## config.mk

```make
export PLATFORM = sky130hd
export DESIGN_NAME = multicycle_ctrl
export DESIGN_NICKNAME = d
export VERILOG_FILES = /design/src/rtl/multicycle_ctrl.sv
export SDC_FILE = /design/constraint.sdc
export NUM_CORES = 1
export LEC_CHECK = 0
export CAP_MARGIN = 15
export CORE_UTILIZATION = 50
export CTS_CLUSTER_SIZE = 24
export DETAILED_ROUTE_END_ITERATION = 8
export PLACE_DENSITY = 0.83
export SLEW_MARGIN = 20
export SYNTH_ARGS = -nofsm -noshare
export SYNTH_HDL_FRONTEND = slang
export SYNTH_SLANG_ARGS = --single-unit
export TNS_END_PERCENT = 1
```

## constraint.sdc

```tcl
create_clock -name clk -period 4.1 [get_ports clk]
set_input_delay 0.82 -clock clk [delete_from_list [all_inputs] [get_ports clk]]
set_output_delay 0.82 -clock clk [all_outputs]
set_load 0.005 [all_outputs]
```

## src/rtl/multicycle_ctrl.sv

```systemverilog
// multicycle_ctrl: control FSM sequencing a multicycle RV32I datapath,
// with retired-instruction counting and illegal-opcode / memory-timeout traps.
module multicycle_ctrl #(
    parameter int unsigned TIMEOUT_CYCLES = 255
) (
    input  logic        clk,
    input  logic        reset,
    input  logic [6:0]  Opcode,
    input  logic [2:0]  Funct3,
    input  logic [6:0]  Funct7,
    input  logic        BranchTaken,
    input  logic        MemReady,
    output logic        PCWrite,
    output logic [1:0]  PCSrc,
    output logic        IorD,
    output logic        IRWrite,
    output logic        MemRead,
    output logic        MemWrite,
    output logic [1:0]  ALUSrcA,
    output logic [1:0]  ALUSrcB,
    output logic [1:0]  ALUOp,
    output logic        RegWrite,
    output logic [1:0]  WBSel,
    output logic [3:0]  State,
    output logic        InstrRetired,
    output logic [31:0] InstrCount,
    output logic [1:0]  TrapCause
);
    typedef enum logic [3:0] {
        FETCH = 4'd0, DECODE = 4'd1, MEM_ADDR = 4'd2, MEM_RD = 4'd3, MEM_WB = 4'd4,
        MEM_WR = 4'd5, EXEC_R = 4'd6, EXEC_I = 4'd7, ALU_WB = 4'd8, EXEC_BR = 4'd9,
        EXEC_JAL = 4'd10, EXEC_JALR = 4'd11, EXEC_U = 4'd12, TRAP = 4'd15
    } state_t;

    localparam logic [7:0] LAST_WAIT = 8'(TIMEOUT_CYCLES - 1);

    state_t     state, next_state;
    logic [7:0] wait_cnt;
    logic [1:0] next_cause;
    logic       mem_wait, retire, fetch_done, unused;

    // ALU function selection from funct fields happens in the ALU decoder, not here
    assign unused       = ^{Funct3, Funct7};
    assign mem_wait     = state == FETCH || state == MEM_RD || state == MEM_WR;
    assign retire       = !reset && next_state == FETCH && state != FETCH && state != TRAP;
    assign fetch_done   = MemReady && !reset;
    assign State        = state;
    assign InstrRetired = retire;

    always_comb begin
        next_state = state;
        next_cause = TrapCause;
        case (state)
            FETCH:    next_state = MemReady ? DECODE : FETCH;
            DECODE: begin
                case (Opcode)
                    7'b0000011, 7'b0100011: next_state = MEM_ADDR;
                    7'b0110011:             next_state = EXEC_R;
                    7'b0010011:             next_state = EXEC_I;
                    7'b1100011:             next_state = EXEC_BR;
                    7'b1101111:             next_state = EXEC_JAL;
                    7'b1100111:             next_state = EXEC_JALR;
                    7'b0110111, 7'b0010111: next_state = EXEC_U;
                    default: begin
                        next_state = TRAP;
                        next_cause = 2'b01;
                    end
                endcase
            end
            MEM_ADDR: next_state = Opcode[5] ? MEM_WR : MEM_RD;
            MEM_RD:   next_state = MemReady ? MEM_WB : MEM_RD;
            MEM_WR:   next_state = MemReady ? FETCH : MEM_WR;
            EXEC_R, EXEC_I, EXEC_U: next_state = ALU_WB;
            MEM_WB, ALU_WB, EXEC_BR, EXEC_JAL, EXEC_JALR: next_state = FETCH;
            TRAP:     next_state = TRAP;
            default: begin
                next_state = TRAP;
                next_cause = 2'b01;
            end
        endcase
        // a late MemReady on the final wait cycle still completes the access
        if (mem_wait && !MemReady && wait_cnt == LAST_WAIT) begin
            next_state = TRAP;
            next_cause = 2'b10;
        end
    end

    always_comb begin
        PCWrite  = 1'b0;
        PCSrc    = 2'd0;
        IorD     = 1'b0;
        IRWrite  = 1'b0;
        MemRead  = 1'b0;
        MemWrite = 1'b0;
        ALUSrcA  = 2'd0;
        ALUSrcB  = 2'd0;
        ALUOp    = 2'd0;
        RegWrite = 1'b0;
        WBSel    = 2'd0;
        case (state)
            FETCH: begin
                MemRead = 1'b1;
                ALUSrcB = 2'd1;
                IRWrite = fetch_done;
                PCWrite = fetch_done;
            end
            DECODE: begin
                ALUSrcA = 2'd1;
                ALUSrcB = 2'd2;
            end
            MEM_ADDR: begin
                ALUSrcA = 2'd2;
                ALUSrcB = 2'd2;
            end
            MEM_RD: begin
                MemRead = 1'b1;
                IorD    = 1'b1;
            end
            MEM_WB: begin
                RegWrite = 1'b1;
                WBSel    = 2'd1;
            end
            MEM_WR: begin
                MemWrite = 1'b1;
                IorD     = 1'b1;
            end
            EXEC_R: begin
                ALUSrcA = 2'd2;
                ALUOp   = 2'b10;
            end
            EXEC_I: begin
                ALUSrcA = 2'd2;
                ALUSrcB = 2'd2;
                ALUOp   = 2'b11;
            end
            EXEC_U: begin
                ALUSrcA = Opcode[5] ? 2'd3 : 2'd1;
                ALUSrcB = 2'd2;
            end
            ALU_WB:   RegWrite = 1'b1;
            EXEC_BR: begin
                ALUSrcA = 2'd2;
                ALUOp   = 2'b01;
                PCWrite = BranchTaken;
                PCSrc   = 2'd1;
            end
            EXEC_JAL: begin
                RegWrite = 1'b1;
                WBSel    = 2'd2;
                PCWrite  = 1'b1;
                PCSrc    = 2'd1;
            end
            EXEC_JALR: begin
                ALUSrcA  = 2'd2;
                ALUSrcB  = 2'd2;
                RegWrite = 1'b1;
                WBSel    = 2'd2;
                PCWrite  = 1'b1;
                PCSrc    = 2'd2;
            end
            default: ;
        endcase
    end

    always_ff @(posedge clk or posedge reset) begin
        if (reset) begin
            state      <= FETCH;
            InstrCount <= 32'd0;
            TrapCause  <= 2'b00;
            wait_cnt   <= 8'd0;
        end else begin
            state     <= next_state;
            TrapCause <= next_cause;
            wait_cnt  <= (next_state != state) ? 8'd0 : wait_cnt + 8'(mem_wait && !MemReady);
            if (retire)
                InstrCount <= InstrCount + 32'd1;
        end
    end
endmodule

```

# == After elaboration in Yosys (flattened, before gate mapping) ==
# Cells that the tools add are included.
# word_totals
out_inout_bits,55
inputBits,21
register_bits,46
elab_cells,83
# op_classes
muxes,23
n_reduce_logical,27
addsub,2
n_eq_ne,27
# op_table
operator,count
$pmux W4 S7,2
$add A32 B1 Y32 const B,1
$eq A4 B4 Y1 const B,6
$eq A7 B6 Y1 const B,3
$eq A7 B7 Y1 const B,3
$eq A4 B3 Y1 const B,4
$pmux W2 S2,4
$reduce_or A5 Y1,3
$eq A7 B5 Y1 const B,2
$reduce_or A13 Y1,1
$pmux W2 S3,2
$reduce_or A2 Y1,6
$mux W3,3
$reduce_or A9 Y1,1
$add A8 B1 Y8,1
$eq A4 B2 Y1 const B,2
$eq A8 B8 Y1 const B,1
$logic_not A4 Y1,2
$mux W8,1
$eq A7 B2 Y1 const B,1
$logic_and A1 B1 Y1,6
$mux W1,6
$mux W2,3
$eq A4 B1 Y1 const B,1
12 further kinds,14

# == Depth between registers and ports, before layout ==
# logic_depth
ltp_word,10
depth_mapped,10
mapped_depth_nobuf,7

# == Least setup slack after synthesis ==
# OpenSTA, ideal clock, no wires.
# synth_path
path_type,input port to output port
from,in reset
to,out PCWrite
cell_stages,3
required_ns,3.280
setup_slack_ns,1.033
path_buffers,0
arrival_time_ns,2.247
cell_sequence,inv_1 -> and3_1 -> o21bai_1
# synth_between
elab_chain_len,3
# synth_lines
element,line_no,source
from (decl),7,"input logic reset,"
$logic_not A1 Y1 (no source line),--,
$logic_and A1 B1 Y1,46,assign fetch_done = MemReady && !reset;
$pmux W1 S3,100,case (state)
to (decl),13,"output logic PCWrite,"
# No other way between the ends.

# == Worst setup path after layout ==
# layout_path
from,in Opcode[4]
to,out InstrRetired
# layout_between
elab_chain_len,9
word_cells_on_any_way,18
classes_between,eq/ne (9); mux (3); reduce/logical (6)
# layout_lines
element,line_no,source
from (decl),8,"input logic [6:0] Opcode,"
"$eq A7 B6 Y1, or another cell as far along",56,case (Opcode)
$reduce_or A2 Y1,--,
$pmux W4 S7 *,56,
$pmux W4 S7 *,53,case (state)
$mux W4 *,82,if (mem_wait && !MemReady && wait_cnt == LAST_WAIT) begin
$logic_not A4 Y1 *,45,assign retire = !reset && next_state == FETCH && state != FETCH && state != TRAP;
$logic_and A1 B1 Y1 * (3 in a row),45,
to (decl),25,"output logic InstrRetired,"
# Every way passes the cells marked *; elsewhere a longest branch is shown, timed or not.

==> impl_metrics.tcl <==
set metrics [dict create \
    slew_violations 0 \
    fin_worst_skew_ps 11.2 \
    ant_nets 0 \
    overflow 0 \
    num_rows 26 \
    yosysUniqueCellTypes 56 \
    grt_max_degree 47 \
    numClockSinks 46 \
    h-tree-depth 2 \
    first_global_vias 1941 \
    synth_area_um2 2730 \
    cap_violations 0 \
    ys.warnings.count 0 \
    gp_congestion 0.856 \
    power_density_nw_per_um2 502 \
    setup_tns_ps 0 \
    vdd_drop_max_uv 443 \
    diodes 0 \
    synth_most_common_cell "dfrtp_1" \
    max_slew_margin_pct 46.1 \
    cts_hold_buf 0 \
    drive_above_1_share_pct 12.5 \
    cts_buffer_depth 2 \
    hpwl_um 4310 \
    vias_per_cell 5.46 \
    outcome "complete, no violations" \
    dp_cells 405 \
    critPathKind "input pin to output port" \
    grt_pass1_wl_um 9470 \
    ios 76 \
    numCtsBuffers 5 \
    hold_viol 0 \
    grt-busiest-layer "met2" \
    start_util_pct 52.8 \
    grt_usage_pct 21.9 \
    syn_to_final_growth_pct 30.3 \
    critPathLaunchType "input pin" \
    avgSynthCellArea_um2 9.96 \
    cp-end-kind "output port" \
    worstMarginPinSlew_ps 808 \
    die_y_um 75.9 \
    root_buffer "clkbuf_8" \
    fmax_mhz 259 \
    nets 366 \
    cts_tree "built" \
    avgRoutedWirePerCell_um 14.6 \
    worstSkewPairLatency_ps 310 \
    drc 0 \
    path_cells "clkdlybuf4s50_1 -> nand4b_4 -> a211o_1 -> a31oi_2 -> nand4_1 -> nor3_2 -> clkdlybuf4s50_1" \
    seq_area_frac_synth_pct 42.2 \
    synth_common_cells "dfrtp_1 (46), nor2_1 (25), nand3_1 (20), xor2_1 (20), xnor2_1 (19)" \
    ys.flop_type "dfrtp_1" \
    fin_cells 413 \
    ys_ff_latch 46 \
    syn_nets 298 \
    global_route.usage.met3_pct 4.63 \
    synth_edf_count 0 \
    cts_setup_buffers 0 \
    core_area_um2 5170 \
    synth_area_leaders "dfrtp_1 (42%), xor2_1 (6.4%), xnor2_1 (6.1%), nand3_1 (3.7%), nor2_1 (3.4%)" \
    dr.pass1.iters 4 \
    rsz0062_at_grt "false" \
    cp.required_ps 3280 \
    grt_antenna_before_repair 0 \
    wirelength_um 6040 \
    p_leak_nw 1.51 \
    max_stage_delay_ps 540 \
    syn_inst 274 \
    finalCriticalPeriod_ps 3860 \
    critPathMostFrequentCell "clkdlybuf4s50_1" \
    vias 2254 \
    clk_pin_slew_ps 100 \
    yosys.area.top_type "dfrtp_1" \
    min_path_type "register to register" \
    met2_usage_pct 35.4 \
    cp_max_fo 5 \
    worstPathArrival_ps 3040 \
    drt_iter0_drc 138 \
    min_period_over_period_pct 94.2 \
    fp.dieW_um 75.9 \
    die-area_um2 5760 \
    synth_top_area_share_pct 42.2 \
    setup_violations 0 \
    crit_slowest_cell "clkdlybuf4s50_1" \
    use_met1_pct 30.4 \
    postCtsResizedCells 0 \
    ys_async_sr_fraction_pct 100 \
    place.port_buffers 65 \
]
[worst max-delay path, delay by kind of cell]
kind | cells | cell delay (ps)
compound gates | 2 | 540
buf+inv | 2 | 1020
simple gates | 3 | 670
[cell usage in the layout, fill, tap and decap left out, drive strengths merged, types with 2 or more instances in the layout]
cell / count
dfrtp: 46
nand2: 17
and3: 8
or3: 2
buf: 8
clkbuf: 5
nand4: 8
nor3: 16
o2111ai: 2
nor2b: 3
nor4: 6
nand3: 21
nor3b: 3
nand3b: 3
o22ai: 2
nor2: 25
and2: 4
o21ai: 4
or2: 3
xnor2: 20
a21oi: 6
clkdlybuf4s50: 65
a31oi: 2
o21a: 4
nand2b: 4
and4: 5
ha: 3
xor2: 20
inv: 10
[routing by layer]
metal | vias to the layer above | part of all wire [%] | routed length, um
met5 | - | 0 | 0
met4 | 0 | 1.0 | 61
met3 | 8 | 5.0 | 301
met2 | 73 | 48 | 2920
met1 | 1069 | 46 | 2760
li1 | 1104 | - | -
[sequential cells by signal, indices dropped and copies added (netlist names)]
signal / count
TrapCause: 2
InstrCount: 32
State: 4
wait_cnt: 8
[path summary, 6_finish.rpt]
kind / to / cells past startpoint / from / slack, ps
max: InstrRetired / 7 / Opcode[4] / 240
min: InstrCount[31] / 1 / InstrCount[31] / 470
max reg2reg: InstrCount[15] / 8 / State[1] / 1050
min reg2reg: InstrCount[31] / 1 / InstrCount[31] / 470
max in group asynchronous: wait_cnt[6] / 3 / reset / 2670
min in group asynchronous: InstrCount[13] / 3 / reset / 1030
[logic make-up (layout without fill, tap and decap cells)]
family                   count (synthesis)  in the layout  synth area share (%)
AO/OA/AOI/OAI                           28             28                  7.98
multiplexers                             2              2                 0.779
adder cells (fa/ha/maj)                  3              3                  1.38
AND/OR/NAND/NOR                        133            133                  29.5
buffers and inverters                   22             91                  4.68
flip-flops                              46             46                  42.2
XOR/XNOR                                40             40                  13.5
[layout make-up]
| type | count | area, um2 |
|---|---|---|
| clock buffers | 5 | 68.8 |
| repair buffers | 73 | 711 |
| inverters | 10 | 37.5 |
| flip-flops and latches | 46 | 1150 |
| well taps | 70 | 87.6 |
| clock inverters | 3 | 48.8 |
| multi-input cells | 206 | 1450 |
| fillers | 404 | 1620 |
[power breakdown]
part,switching [mW],internal [mW]
Sequential,0.113,0.498
Combinational,0.395,0.423
Clock,0.167,0.186
Total,0.676,1.11
[through the flow]
stage          worst slack [ps]  cell area [um2]  util [%]  power (mW)  hold WS (ps)
6_report                    238             3550      68.7        1.78           474
5_1_grt                     114             3550      68.7        1.90           512
3_5_place_dp                302             3440      66.4        1.43           463
4_1_cts                     259             3550      68.7        1.79           479
3_3_place_gp                311             3440      66.4        1.41           461
2_1_floorplan              1030             2730         -        1.11           468
Power figures use the tool's default switching activity.
